`src/rtl/wave_shaper_pwm.sv`:
```
// Shapes the tone phase into saw/square/triangle/noise, scales it by volume and drives a PWM bit.
// The sample follows a phase change by 2 edges; pwm_out follows duty by 1 edge; there is no backpressure.
module wave_shaper_pwm #(
    parameter int          PWM_MAX   = 2046,
    parameter logic [10:0] LFSR_SEED = 11'h001
) (
    input  logic        clk,
    input  logic        rst,
    input  logic [10:0] phase,
    input  logic        enable,
    input  logic [1:0]  wave_sel,
    input  logic [3:0]  volume,
    output logic [10:0] sample,
    output logic        sample_valid,
    output logic        pwm_out
);

    localparam logic [1:0]  WAVE_SAW    = 2'd0;
    localparam logic [1:0]  WAVE_SQUARE = 2'd1;
    localparam logic [1:0]  WAVE_TRI    = 2'd2;
    localparam logic [1:0]  WAVE_NOISE  = 2'd3;
    localparam logic [10:0] PWM_LAST    = 11'(PWM_MAX);

    logic [10:0] phase_q;
    logic [10:0] phase_d;
    logic [10:0] lfsr;
    logic [10:0] duty;
    logic [10:0] pwm_cnt;

    logic        update;
    logic        pwm_wrap;
    logic        lfsr_fb;
    logic [10:0] shaped;
    logic [14:0] product;

    // An update is any change of the registered phase, including the 2047->0 wrap.
    assign update   = enable && (phase_q != phase_d);
    assign pwm_wrap = (pwm_cnt == PWM_LAST);
    assign lfsr_fb  = lfsr[10] ^ lfsr[8];

    always_comb begin
        shaped = phase_q;
        case (wave_sel)
            WAVE_SAW:    shaped = phase_q;
            WAVE_SQUARE: shaped = phase_q[10] ? 11'h7FF : 11'h000;
            WAVE_TRI:    shaped = phase_q[10] ? {~phase_q[9:0], 1'b0} : {phase_q[9:0], 1'b0};
            WAVE_NOISE:  shaped = lfsr;
            default:     shaped = phase_q;
        endcase
    end

    assign product = {4'b0000, shaped} * {11'b0, volume};

    always_ff @(posedge clk or posedge rst) begin
        if (rst) begin
            phase_q <= 11'd0;
            phase_d <= 11'd0;
        end else begin
            phase_q <= phase;
            phase_d <= phase_q;
        end
    end

    // Noise consumes the pre-shift value, so the shift happens alongside the sample load.
    always_ff @(posedge clk or posedge rst) begin
        if (rst) begin
            lfsr <= LFSR_SEED;
        end else if (update) begin
            lfsr <= {lfsr[9:0], lfsr_fb};
        end
    end

    always_ff @(posedge clk or posedge rst) begin
        if (rst) begin
            sample       <= 11'd0;
            sample_valid <= 1'b0;
        end else if (!enable) begin
            sample       <= 11'd0;
            sample_valid <= 1'b0;
        end else if (update) begin
            sample       <= product[14:4];
            sample_valid <= 1'b1;
        end else begin
            sample_valid <= 1'b0;
        end
    end

    // Duty reloads only at the wrap and takes the sample as it stood before this edge.
    always_ff @(posedge clk or posedge rst) begin
        if (rst) begin
            pwm_cnt <= 11'd0;
            duty    <= 11'd0;
            pwm_out <= 1'b0;
        end else if (!enable) begin
            pwm_cnt <= 11'd0;
            duty    <= 11'd0;
            pwm_out <= 1'b0;
        end else begin
            pwm_out <= (pwm_cnt < duty);
            if (pwm_wrap) begin
                pwm_cnt <= 11'd0;
                duty    <= sample;
            end else begin
                pwm_cnt <= pwm_cnt + 11'd1;
            end
        end
    end

endmodule
```
`config.mk`:
```
export PLATFORM = sky130hd
export DESIGN_NAME = wave_shaper_pwm
export DESIGN_NICKNAME = d
export VERILOG_FILES = /design/src/rtl/wave_shaper_pwm.sv
export SDC_FILE = /design/constraint.sdc
export NUM_CORES = 1
export LEC_CHECK = 0
export CORE_UTILIZATION = 29
export CTS_BUF_LIST = sky130_fd_sc_hd__clkbuf_4 sky130_fd_sc_hd__clkbuf_8 sky130_fd_sc_hd__clkbuf_16
export CTS_CLUSTER_SIZE = 12
export DETAILED_ROUTE_END_ITERATION = 8
export PLACE_DENSITY = 0.42
export SYNTH_ARGS = -nofsm -noshare
export SYNTH_HDL_FRONTEND = slang
export SYNTH_SLANG_ARGS = --single-unit
```
`constraint.sdc`:
```
create_clock -name clk -period 12 [get_ports clk]
set_clock_uncertainty 0.2 [all_clocks]
set_input_delay 1.8 -clock clk [delete_from_list [all_inputs] [get_ports clk]]
set_output_delay 1.8 -clock clk [all_outputs]
set_load 0.05 [all_outputs]
```
## Yosys cells after proc, flatten, opt, wreduce, memory -nomap -nowiden

Index checks and enable logic that the tools add are counted.

- $add $sub $neg: 1
- Multiply operators: 1
- Magnitude comparators: 1
- Eq/ne operators: 7
- Muxes and demuxes: 12
- Bitwise logic cells: 2
- Reductions and logical operators: 2

Operator list:

| operator | count |
|---|---|
| $mux W11 | 8 |
| $pmux W11 S4 | 1 |
| $mul A11 B4 Y15 | 1 |
| $add A11 B1 Y11 const B | 1 |
| $eq A11 B11 Y1 const B | 1 |
| $lt A11 B11 Y1 | 1 |
| $ne A11 B11 Y1 | 1 |
| $not A10 Y10 | 1 |
| $eq A2 B2 Y1 const B | 2 |
| $ne A2 B1 Y1 const B | 2 |
| $mux W1 | 3 |
| $eq A2 B1 Y1 const B | 1 |
| $logic_not A2 Y1 | 1 |
| $logic_and A1 B1 Y1 | 1 |
| $xor A1 B1 Y1 | 1 |

- Register bits: 68
- Input port bits: 20
- Output and inout port bits: 13
- Logic and storage cells: 34

## Logic depth before layout (Yosys ltp)

- Depth after elaboration: 6
- Mapped depth: 19
- Gate-level depth less buffers: 18

## Least setup slack after synthesis

Ideal clock, no wire load.

- Path kind: in2reg
- Start point: input wave_sel[1]
- End point: register sample[8]
- Setup time: 0.126 ns
- Arrival: 5.690 ns
- Required time: 11.674 ns
- Path slack: 5.984 ns
- Stages on the path: 15
- Path buffers: 1
- Path through: buf_4 -> nand2b_1 -> o21ai_0 -> a221oi_2 -> nand2_1 -> fa_1 -> fa_1 -> inv_1 -> ha_1 -> and3_1 -> and4_4 -> a221o_2 -> o311a_4 -> a221o_1 -> a221o_1

- Longest elaborated chain between the ends: 5
- Elaborated cells on any way between the ends: 8
- Those cells by class: mul: 1; eq/ne: 3; mux: 3; reduce/logical: 1

Ends and longest elaborated chain:

| item | RTL line | source |
|---|---|---|
| start, declared | 11 | `input logic [1:0] wave_sel,` |
| $eq A2 B2 Y1 (tied with other cells) | 43 | `case (wave_sel)` |
| $pmux W11 S4 * | 43 |  |
| $mul A11 B4 Y15 * | 52 | `assign product = {4'b0000, shaped} * {11'b0, volume};` |
| $mux W11 * | 80 | `end else if (update) begin` |
| $mux W11 * | 77 | `end else if (!enable) begin` |
| end signal, assigned | 81 | `sample <= product[14:4];` |
| end, declared | 13 | `output logic [10:0] sample,` |

Every way passes the cells marked *; elsewhere a longest branch is shown, timed or not. The select of a mux whose other input is x is not followed.
A chain may end at the register's enable or synchronous reset.

## Final worst setup path

Same ends and word-level chain as after synthesis.

==> results.toml <==
[status]
outcome = "complete, but fails checks"
violations = "design-rule violations"

[grt]
overflow = 0
grt_use_total_pct = 14.1
grt_pass1_wl_um = 16900
grt_pass1_vias = 3231
grt_max_degree = 69
antenna_found_initial = 0

[synthesis]
yosys.area.top_type = "dfrtp_1"
syn_area_um2 = 4380
syn_nets = 509
netlist_top_cells_area = "dfrtp_1, ha_1, fa_1"
yosys_most_used_dff = "dfrtp_1"
synth_edf_count = 0
async_flop_share_pct = 100
synth_top_area_share_pct = 38.3
yosys_warnings = 0
synth_area_per_cell_um2 = 9.88
synth.distinct_cells = 48
ys_seq_area_share_pct = 38.9
synth_seq_cells = 68
synthCells = 443

[finish]
diodes = 0
drive_gt1_share_pct = 7.95
fillers = 1518
final_cell_mix = "dfrtp_1, inv_1, nand2_1"
final_nets = 539
area_growth_syn_to_layout_pct = 19.3
layout_commonest_cell = "dfrtp_1"

[floorplanning]
num_rows = 44
initial_core_util_pct = 29.9
die_x_um = 125
die-area_um2 = 15600
ioPinCount = 33
dieHeight_um = 125
core_area_um2 = 14600

[drt]
drt_iter0_markers = 114
wl_um = 9880
via_count = 3107
ant_nets = 0
drtPass1Iterations = 6
wl_per_cell_um = 14.9
via_per_inst = 4.69
drc = 8

[sta]
max_freq_ghz = 0.148
tightestPinTransition_ns = 0.859
fin_crit_sh_pct = 56.5
grt_setup_unrepaired = "no"
fin_ws_ns = 5.22
setup_viol = 0
drv_slew = 0
min_period_ns = 6.78
finalHoldViolCount = 0
setup-tns-final_ns = 0
relSlewSlack_pct = 42.8

[clocking]
clock_latency_ns = 0.34
cts_tree = "yes"
clk_pin_slew_ns = 0.05
numCtsBuffers = 9
clk_path_buf_depth = 2
post-cts-setup-buffers = 0
holdBufCountCts = 0
htree_levels = 3
cts-root-buf = "clkbuf_16"
clock-sinks = 68
cts_resized = 0

[job]
max_cap_viol_count = 0

[worst_setup_path]
rr_worst_depth = 15
endpoint_kind = "flip-flop"
start_kind = "primary input"
cp_max_fo = 17
crit_required_ns = 12.02
r2r-start = "phase_q[10]"
arrival_ns = 6.80
crit_type = "primary input to flip-flop"
reg2reg_to = "sample[8]"
ff2ff_setup_slack_ns = 6.93

[power_and_ir_drop]
seqPwrFrac_pct = 35.6
p_leak_nw = 2.41
pwr-share-comb_pct = 23.6
powerDensity_nw_per_um2 = 140
p_switching_mw = 0.220
swShare_pct = 30.1
vdd_drop_max_mv = 0.0697
p_int_mw = 0.511
power_mw = 0.730
clkPwrFrac_pct = 40.8

[place]
gp_congestion = 0.845
dpl.hpwl_um = 7620
io_buffers = 32
place_ws_ns = 4.87

[min_path]
holdPathStages = 0
min_to = "phase_d[4]"
hold_path_class = "flip-flop to flip-flop"
hold_path_startpoint = "phase_q[4]"
## metal layers
metal,GRT usage (%),share of wire (%),vias up,wire length (um)
li1,-,-,1541,-
met1,17.9,47,1495,4650
met2,22.5,47,52,4590
met3,3.44,3.5,19,349
met4,6.81,2.9,0,287
met5,0,0,-,0
## cell usage after synthesis (all sizes together), types with 2 or more instances
library cell  instances
a211oi                3
a21o                  7
a21oi                 7
a221o                 3
a22o                 10
a22oi                 8
a31oi                 2
and2                 30
and3                  3
buf                   3
clkbuf               12
dfrtp                67
fa                   17
ha                   29
inv                  48
mux2                 11
mux2i                14
nand2                44
nand2b                5
nand3                 8
nand3b                2
nand4                 2
nand4b                2
nor2                 33
nor3                  4
nor4                  2
o211ai                2
o21a                  3
o21ai                22
xnor2                 5
xor2                 24
## worst max path at each step
| stage | from | endpoint | slack [ns] | cells after the start |
|---|---|---|---|---|
| global route | wave_sel[1] | sample[9] | 4.92 | 16 |
| global placement | wave_sel[1] | sample[8] | 4.95 | 15 |
| detailed placement | wave_sel[1] | sample[8] | 4.87 | 15 |
| CTS | wave_sel[1] | sample[8] | 5.25 | 15 |
| finish | wave_sel[1] | sample[8] | 5.22 | 15 |
| floorplan | wave_sel[1] | sample[8] | 5.98 | 15 |
## cells by family after synthesis
kind of cell,after synthesis,synth area share [%]
simple gates,139,15.6
compound gates,73,11.9
flops,68,38.9
buf+inv,63,5.66
fa+ha+maj,46,16.1
xor+xnor,29,5.80
mux,25,6.03
## cell type report
type | count | area [um2] | area share (%)
Inverter | 48 | 180 | 3.45
Clock inverter | 3 | 67.6 | 1.29
Tap cell | 184 | 230 | 4.41
Multi-Input combinational cell | 312 | 2430 | 46.5
Sequential cell | 68 | 1700 | 32.6
Clock buffer | 13 | 274 | 5.25
Timing Repair Buffer | 34 | 335 | 6.42
## stage by stage
stage	hold slack, ns	util [%]	instances	area [um2]
floorplan	0.224	-	443	4380
CTS	0.291	35.6	662	5220
global route	0.308	35.6	662	5220
global placement	0.286	33.3	646	4880
detailed placement	0.281	33.3	646	4880
finish	0.281	35.6	662	5220
## critical path: stages
cell and delay (ns):
clkdlybuf4s50_1 0.87, nand2b_1 0.32, o21ai_0 0.16, a221oi_2 0.37, nand2_1 0.13, fa_1 0.51
fa_1 0.55, inv_1 0.04, ha_1 0.27, and3_1 0.19, and4_4 0.17, a221o_2 0.40
o311a_4 0.35, a221o_1 0.37, a221o_1 0.30
## sequential cells by signal, summed over array words and instances, names as in the netlist
register / flops
pwm_out: 1
sample: 11
phase_q: 11
phase_d: 11
duty: 11
pwm_cnt: 11
lfsr: 11
sample_valid: 1
## power by group through the flow
stage | registers (mW) | logic (mW) | clock network [mW]
2_1_floorplan | 0.287 | 0.0948 | 0
3_3_place_gp | 0.264 | 0.174 | 0
3_5_place_dp | 0.264 | 0.175 | 0
4_1_cts | 0.261 | 0.176 | 0.306
5_1_grt | 0.262 | 0.194 | 0.317
6_report | 0.260 | 0.173 | 0.298
Power figures use the tool's default switching activity.
==> RTL edit (same settings) <==
Put one more register stage on the output `pwm_out`, with the module's reset. The value now appears one clock later. The other outputs are not delayed to match.
--- a/src/rtl/wave_shaper_pwm.sv
+++ b/src/rtl/wave_shaper_pwm.sv
@@ -20,6 +20,8 @@
     localparam logic [1:0]  WAVE_TRI    = 2'd2;
     localparam logic [1:0]  WAVE_NOISE  = 2'd3;
     localparam logic [10:0] PWM_LAST    = 11'(PWM_MAX);
+
+    logic pwm_s0;
 
     logic [10:0] phase_q;
     logic [10:0] phase_d;
@@ -90,13 +92,13 @@
         if (rst) begin
             pwm_cnt <= 11'd0;
             duty    <= 11'd0;
-            pwm_out <= 1'b0;
+            pwm_s0 <= 1'b0;
         end else if (!enable) begin
             pwm_cnt <= 11'd0;
             duty    <= 11'd0;
-            pwm_out <= 1'b0;
+            pwm_s0 <= 1'b0;
         end else begin
-            pwm_out <= (pwm_cnt < duty);
+            pwm_s0 <= (pwm_cnt < duty);
             if (pwm_wrap) begin
                 pwm_cnt <= 11'd0;
                 duty    <= sample;
@@ -106,4 +108,12 @@
         end
     end
 
+    always_ff @(posedge clk or posedge rst) begin
+        if (rst) begin
+            pwm_out <= '0;
+        end else begin
+            pwm_out <= pwm_s0;
+        end
+    end
+
 endmodule
Function: no difference found for any inputs over 4 cycles, from zero or initial values and one cycle with rst high; that may be too few to reach the edited logic, so the function may still have changed.
==> RTL edit against the unedited design <==
- power increased by 0.48%
- sequential cell count is 1 higher
- critical path depth is 2 higher
- worst setup slack improved by 0.11 ns
- wire length up 6.8%
- first-iteration DRC count decreased by 18%
- synthesized area is 3.4% higher
- design area is 2.0% higher
==> RTL edit: results (changes against the unedited design) <==
- Outcome: finished, final reports clean
- Iter 0 DRT Violations: 94 (-18%)
- DR WL/cell: 15.4 um (+3.2%)
- XOR/XNOR share of the synthesized area: 5.61% (-0.19 points)
- Adder-Cell Fraction of Synth Area: 15.5% (-0.53 points)
- CP max stage delay: 0.92 ns (+0.05 ns)
- Post-Layout Cell Count: 685 (+3.5%)
- Top FF cell, synth: dfrtp_1
- Yosys warning total: 0 (unchanged)
- Largest net degree at the start of global routing: 70 (+1.4%)
- Total CTS buffers: 9 (unchanged)
- Clk_lat worst skew: between 0.3 and 0.4 ns
- Inst Count DP: 669 (+3.6%)
- Maximum VDD drop: 0.0000685 V (-1.7%)
- Pre-antenna DRT Iters: 5 (-1)
- Area contributors post-synth: dfrtp_1, ha_1, fa_1, and2_1, xor2_1
- Async SR Flop Fraction: 100% (unchanged)
- Int Power: 0.504 mW (-1.2%)
- Fin nets: 558 (+3.5%)
- Slew margin rel.: 41.8% (-0.96 points)
- H-tree depth: 3 (unchanged)
- First-pass GRT wire length: 17900 um (+5.6%)
- Post-CTS Setup Bufs: 0 (unchanged)
- Initial antenna violation count: 0 (unchanged)
- Final setup fails: 0 (unchanged)
- Gr ovfl total: 0 (unchanged)
- Post-CTS Resized: 0 (unchanged)
- Compound-cell area share of the yosys netlist: 13.7% (+1.8 points)
- Final GP Congestion: 0.868 (+2.7%)
- Hold Crit Class: flop to flop
- Clk buf depth: 2 (unchanged)
- Antenna diodes: 0 (unchanged)
- Placed Area: 0.00500 mm2 (+2.6%)
- Distinct cells, synth: 50 (+4.2%)
- HPWL after detailed placement: 8040 um (+5.5%)
- Leakage: 2.43 nW (+0.83%)
- Synth top cells by count: dfrtp_1, nand2_1, inv_1
- Worst-path clk slew: 0.05 ns (about the same)
- Mux contribution to synthesized area: 5.37% (-0.67 points)
- Crit path max fanout: 19 (+2)
- Total track usage: 14.3% (+0.19 points)
- Register area share after synthesis: 38.2% (-0.73 points)
- Fin util: 35.0% (-0.63 points)
- Share of layout cells above drive strength 1: 8.05% (+0.098 points)
- Worst path slowest cell: clkdlybuf4s50_1
- Crit path max-delay family: adder cells
- Crit path DAT: 6.68 ns (-0.12 ns)
- Post-route ant nets: 0 (unchanged)
- I/O Buffers: 32 (unchanged)
- Via count: 3243 (+4.4%)
- Synth Instances: 465 (+5.0%)
- Syn nets: 531 (+4.3%)
- Vias in the first global route: 3409 (+5.5%)
- Pre-CTS WS: 5.03 ns (+0.153 ns)
- Root Driver: clkbuf_16
## RTL edit: cell types whose count changed after synthesis, moves of 3 or more
cell	before	now
a21oi_1	7	13
a22o_1	10	2
and3_1	3	7
nand2_1	44	50
nor2_1	33	29
o211ai_1	2	7
o21ai_1	1	4
## RTL edit: cell families after synthesis
group	count (synthesis)
flops	69
buf+inv	66
simple gates	143
xor+xnor	29
compound gates	89
fa+ha+maj	46
mux	23
## RTL edit: power by group through the flow
stage	sequential, mW	clock [mW]	combinational (mW)
global route	0.264	0.301	0.210
CTS	0.262	0.292	0.191
finish	0.261	0.285	0.188
global placement	0.266	0	0.190
floorplan	0.289	0	0.107
detailed placement	0.266	0	0.190
## RTL edit: path summary, 6_finish.rpt
check                                 startpoint                endpoint  slack (ns)  cells after the start
setup / recovery                     wave_sel[0]  sample[10]$_DFFE_PP0P_        5.34                     17
hold / removal                  pwm_s0$_DFF_PP0_       pwm_out$_DFF_PP0_        0.16                      0
setup reg to reg           phase_q[10]$_DFF_PP0_  sample[10]$_DFFE_PP0P_        7.09                     16
hold reg to reg                 pwm_s0$_DFF_PP0_       pwm_out$_DFF_PP0_        0.16                      0
max in group asynchronous                    rst   sample[6]$_DFFE_PP0P_        9.18                      3
min in group asynchronous                    rst    pwm_cnt[6]$_DFF_PP0_        1.87                      3
## RTL edit: cell type report
type | count | area (um2)
flip-flops and latches | 69 | 1730
multi-input cells | 330 | 2530
repair buffers | 33 | 328
inverters | 49 | 184
fillers | 1575 | 9880
well taps | 188 | 235
clock inverters | 4 | 72.6
clock buffers | 12 | 248
## RTL edit: per-layer routing
metal | up-vias | track usage [%] | routed length (um)
li1 | 1610 | - | -
met1 | 1561 | 18.3 | 4890
met2 | 56 | 24.3 | 5210
met3 | 16 | 2.91 | 293
met4 | 0 | 4.20 | 163
met5 | - | 0 | 0
